File: src/rtl/rgb_bram_fetch.sv
// rgb_bram_fetch: issues pixel addresses to shared R/G/B BRAMs and packs the returned data into 64-bit pixels
module rgb_bram_fetch #(
    parameter int ADDR_WIDTH = 13,
    parameter int MAX        = 7056,
    parameter int RD_LATENCY = 1
) (
    input  logic                  clk,
    input  logic                  rst_n,
    input  logic                  start,
    input  logic [15:0]           frame_len,
    input  logic [ADDR_WIDTH-1:0] addr_in,
    input  logic                  addr_valid,
    output logic                  bram_en,
    output logic [ADDR_WIDTH-1:0] bram_addr,
    input  logic [15:0]           dout_r,
    input  logic [15:0]           dout_g,
    input  logic [15:0]           dout_b,
    output logic [63:0]           pixel_data,
    output logic                  pixel_valid,
    output logic                  busy,
    output logic                  frame_done,
    output logic                  addr_ovf
);
    typedef enum logic [1:0] {IDLE, FETCH, DRAIN, DONE} state_t;

    state_t              state;
    logic [15:0]         count;
    logic [15:0]         len;
    logic [RD_LATENCY:0] vld_pipe;
    logic [RD_LATENCY:0] inr_pipe;
    logic                accept;
    logic                in_range;

    assign accept   = (state == FETCH) && addr_valid;
    assign in_range = 32'(addr_in) < 32'(MAX);

    // Frame control: counts accepted addresses and waits for the read pipeline to empty
    always_ff @(posedge clk) begin
        if (!rst_n) begin
            state      <= IDLE;
            count      <= '0;
            len        <= '0;
            busy       <= 1'b0;
            frame_done <= 1'b0;
            addr_ovf   <= 1'b0;
        end else begin
            frame_done <= 1'b0;
            if (addr_valid && state != FETCH) addr_ovf <= 1'b1;
            case (state)
                IDLE: if (start) begin
                    addr_ovf <= addr_valid;
                    count    <= '0;
                    len      <= frame_len;
                    state    <= (frame_len == 16'd0) ? DONE : FETCH;
                    busy     <= frame_len != 16'd0;
                end
                FETCH: if (addr_valid) begin
                    count <= count + 16'd1;
                    if (count + 16'd1 == len) state <= DRAIN;
                end
                DRAIN: if (vld_pipe == '0) begin
                    state <= DONE;
                    busy  <= 1'b0;
                end
                DONE: begin
                    frame_done <= 1'b1;
                    state      <= IDLE;
                end
            endcase
        end
    end

    // Address issue plus valid/in-range flags that ride alongside the BRAM read latency
    always_ff @(posedge clk) begin
        if (!rst_n) begin
            vld_pipe  <= '0;
            inr_pipe  <= '0;
            bram_en   <= 1'b0;
            bram_addr <= '0;
        end else begin
            vld_pipe <= {vld_pipe[RD_LATENCY-1:0], accept};
            inr_pipe <= {inr_pipe[RD_LATENCY-1:0], in_range};
            bram_en  <= accept && in_range;
            if (accept && in_range) bram_addr <= addr_in;
        end
    end

    // Output register: padding addresses produce a zero pixel, idle cycles hold the last pixel
    always_ff @(posedge clk) begin
        if (!rst_n) begin
            pixel_valid <= 1'b0;
            pixel_data  <= '0;
        end else begin
            pixel_valid <= vld_pipe[RD_LATENCY];
            if (vld_pipe[RD_LATENCY])
                pixel_data <= inr_pipe[RD_LATENCY] ? {16'd0, dout_r, dout_g, dout_b} : 64'd0;
        end
    end
endmodule

File: config.mk
export PLATFORM = sky130hd
export DESIGN_NAME = rgb_bram_fetch
export DESIGN_NICKNAME = d
export VERILOG_FILES = /design/src/rtl/rgb_bram_fetch.sv
export SDC_FILE = /design/constraint.sdc
export NUM_CORES = 1
export LEC_CHECK = 0
export ABC_AREA = 0
export CORE_MARGIN = 2
export CORE_UTILIZATION = 46
export DETAILED_ROUTE_END_ITERATION = 12
export GPL_ROUTABILITY_DRIVEN = 0
export PLACE_DENSITY = 0.81
export SLEW_MARGIN = 20
export SYNTH_ARGS = -nofsm -noshare
export SYNTH_HDL_FRONTEND = slang
export SYNTH_SLANG_ARGS = --single-unit
export TNS_END_PERCENT = 5
File: constraint.sdc
create_clock -name clk -period 2.6 [get_ports clk]
set_clock_uncertainty 0.1 [all_clocks]
set_input_delay 0.52 -clock clk [delete_from_list [all_inputs] [get_ports clk]]
set_output_delay 0.52 -clock clk [all_outputs]
set_load 0.01 [all_outputs]
==> results_dict.tcl <==
set metrics [dict create \
    gr-usage-met3 0.0470 \
    final_hold_viol_count 0 \
    syn_to_final_growth_pct 34.9 \
    grt.busiest_layer "met2" \
    peakVddDrop_uv 466 \
    placed_cell_area_um2 6460 \
    dp_hpwl_um 8990 \
    leakage_nw 2.54 \
    nNetsFinal 797 \
    whs_ns 0.342 \
    die_area_um2 11600 \
    setup_viol 0 \
    syn_area_um2 4970 \
    htree_levels 3 \
    cts_tree "done" \
    setup.worst_path.class "reg -> reg" \
    fill_cells 841 \
    synth-async-reset-ratio 0 \
    ys.flop_type "dfxtp_1" \
    fin_cells 852 \
    boundaryPins 163 \
    synth_enable_flop_cells 0 \
    ys_seq_area_frac 0.419 \
    max_slew_margin 0.561 \
    cpMaxStageDelayCell "dfxtp_1" \
    cp-end-kind "register" \
    viasPerCell 5.17 \
    drtAntennaViolNets 0 \
    syn_avg_cell_area_um2 8.60 \
    drv_slew 0 \
    combPwrFrac 0.268 \
    required_ns 2.80 \
    final_common_cell "clkdlybuf4s50_1" \
    arrival_ns 2.71 \
    hp-class "reg -> reg" \
    path_delay_family "simple AND/OR/NAND/NOR gates" \
    crit_chain "nand3_1, nor4_2, xnor2_1, o21ai_1, or4_4, o22ai_2, mux2i_1" \
    clock-sinks 104 \
    diodes 0 \
    use_met2 0.353 \
    switchingPower_mw 1.19 \
    num_rows 37 \
    outcome "complete, no violations" \
    pwr-share-clk 0.252 \
    rsz0062_at_grt "false" \
    routed-via-count 4406 \
    dp_slack_ns -0.0475 \
    grt_pass1_vias 4231 \
    dp_cells 835 \
    synth.distinct_cells 56 \
    design.core.area_um2 10400 \
    power_density_nw_per_um2 559 \
    cts_made_buffers 9 \
    fin_crit_sh 0.965 \
    finalPower_mw 3.74 \
    clk_latency_ns 0.38 \
    use_met1 0.268 \
    drt_wl_total_um 12500 \
    synthCells 578 \
    die_w_um 108 \
    fin_util 0.644 \
    rrSetupSlack_ns 0.09 \
    grt_max_degree 51 \
    setup_slack_ns 0.0917 \
    wire_per_inst_um 14.7 \
    grt_use_total 0.215 \
    port_buffers 146 \
    cts-root-buf "clkbuf_8" \
    ys_ff_latch 104 \
    synth_warnings 0 \
    cp-start-kind "register" \
    path_clk_slew_ns 0.10 \
    tns_ns 0 \
    max_stage_delay_ns 0.55 \
    clk_path_buf_depth 2 \
    cp_num_buf_inv 0 \
    drc 0 \
    die_y_um 108 \
    period_minus_slack_ns 2.51 \
    seq_power_share 0.479 \
    dr.pass1.iters 5 \
    drv_cap 0 \
    p_int_mw 2.55 \
    layout_common_cells "clkdlybuf4s50_1 (145), nor2b_1 (123), dfxtp_1 (103)" \
    grt-ovfl-total 0 \
    grt_first_pass_wirelength_um 20100 \
    drive_gt1_frac 0.0712 \
    start_util 0.477 \
    fin_area_um2 6700 \
    swShare 0.319 \
    drt_iter0_drc 426 \
    fmax_mhz 399 \
    worst_slew_pin_slew_ns 0.658 \
    cp_max_fo 8 \
    antenna_found_initial 0 \
]
[power groups by stage]
stage          registers [mW]  clock network (mW)  logic [mW]
2_1_floorplan            1.83                   0       0.610
3_3_place_gp             1.82                   0       0.972
3_5_place_dp             1.83                   0       0.998
4_1_cts                  1.79               0.970        1.00
5_1_grt                  1.81                1.03        1.11
6_report                 1.79               0.946        1.00
[cell families after synthesis]
kind of cell	share of synthesized area
xor+xnor	0.0388
other cells	0.000755
buf+inv	0.0703
simple gates	0.288
fa+ha+maj	0.0126
compound gates	0.145
flops	0.419
mux	0.0262
[metal layers]
| layer | share of wire | vias to the layer above | wire length [um] |
|---|---|---|---|
| li1 | - | 2173 | - |
| met1 | 0.43 | 2034 | 5450 |
| met2 | 0.48 | 173 | 6010 |
| met3 | 0.059 | 26 | 742 |
| met4 | 0.026 | 0 | 327 |
| met5 | 0 | - | 0 |
[cell type report]
type | instances | area [um2] | share of cell area
Clock buffer | 9 | 124 | 0.0185
Tap cell | 136 | 170 | 0.0254
Multi-Input combinational cell | 421 | 2640 | 0.394
Inverter | 13 | 48.8 | 0.00728
Sequential cell | 104 | 2080 | 0.311
Clock inverter | 7 | 57.6 | 0.00859
Timing Repair Buffer | 162 | 1580 | 0.235
[sequential cells by signal (all words and copies together), names as in the netlist]
signal,cells
frame_done,1
bram_addr,13
vld_pipe,2
pixel_valid,1
state,2
inr_pipe,2
count,16
busy,1
addr_ovf,1
bram_en,1
len,16
pixel_data,48
[worst register-to-register path, stage by stage, from the launching register on]
cell     delay (ns)
dfxtp_1        0.55
nand3_1        0.25
nor4_2         0.43
xnor2_1        0.17
o21ai_1        0.13
or4_4          0.43
o22ai_2        0.15
mux2i_1        0.23
[cells in the mapped netlist (2+ instances only)]
master | count | share of area
nor2_1 | 7 | 0.0053
a21oi_1 | 62 | 0.062
nor4_2 | 2 | 0.0050
nand2_1 | 47 | 0.036
buf_6 | 4 | 0.0091
o32ai_1 | 2 | 0.0035
mux2i_1 | 13 | 0.026
buf_4 | 16 | 0.024
and3_1 | 5 | 0.0063
nor3_1 | 10 | 0.010
o22ai_1 | 2 | 0.0025
o21ai_0 | 19 | 0.019
nor4_1 | 6 | 0.0076
and2_1 | 10 | 0.013
nand4_1 | 6 | 0.0076
dfxtp_1 | 104 | 0.42
and4_4 | 2 | 0.0045
a21boi_0 | 18 | 0.027
nor2b_1 | 123 | 0.15
nor3b_1 | 2 | 0.0030
inv_1 | 13 | 0.0098
ha_1 | 5 | 0.013
or4_1 | 2 | 0.0030
and4_1 | 2 | 0.0035
clkbuf_1 | 31 | 0.023
nand3_1 | 10 | 0.010
xor2_1 | 7 | 0.012
xnor2_1 | 15 | 0.026
a22oi_1 | 4 | 0.0060
buf_2 | 3 | 0.0030
[what timing repair did]
item	in CTS	in global routing
pin swaps	0	1
hold buffers	0	0
setup buffers	0	1
resized for setup	2	8
setup endpoints to repair	2	2
[worst paths after layout]
kind / start / endpoint / cells past startpoint
max: count[5] / state[1] / 7
min: inr_pipe[0] / inr_pipe[1] / 1
max reg2reg: count[5] / state[1] / 7
min reg2reg: inr_pipe[0] / inr_pipe[1] / 1
No activity file was read; power rests on OpenSTA's default activity.
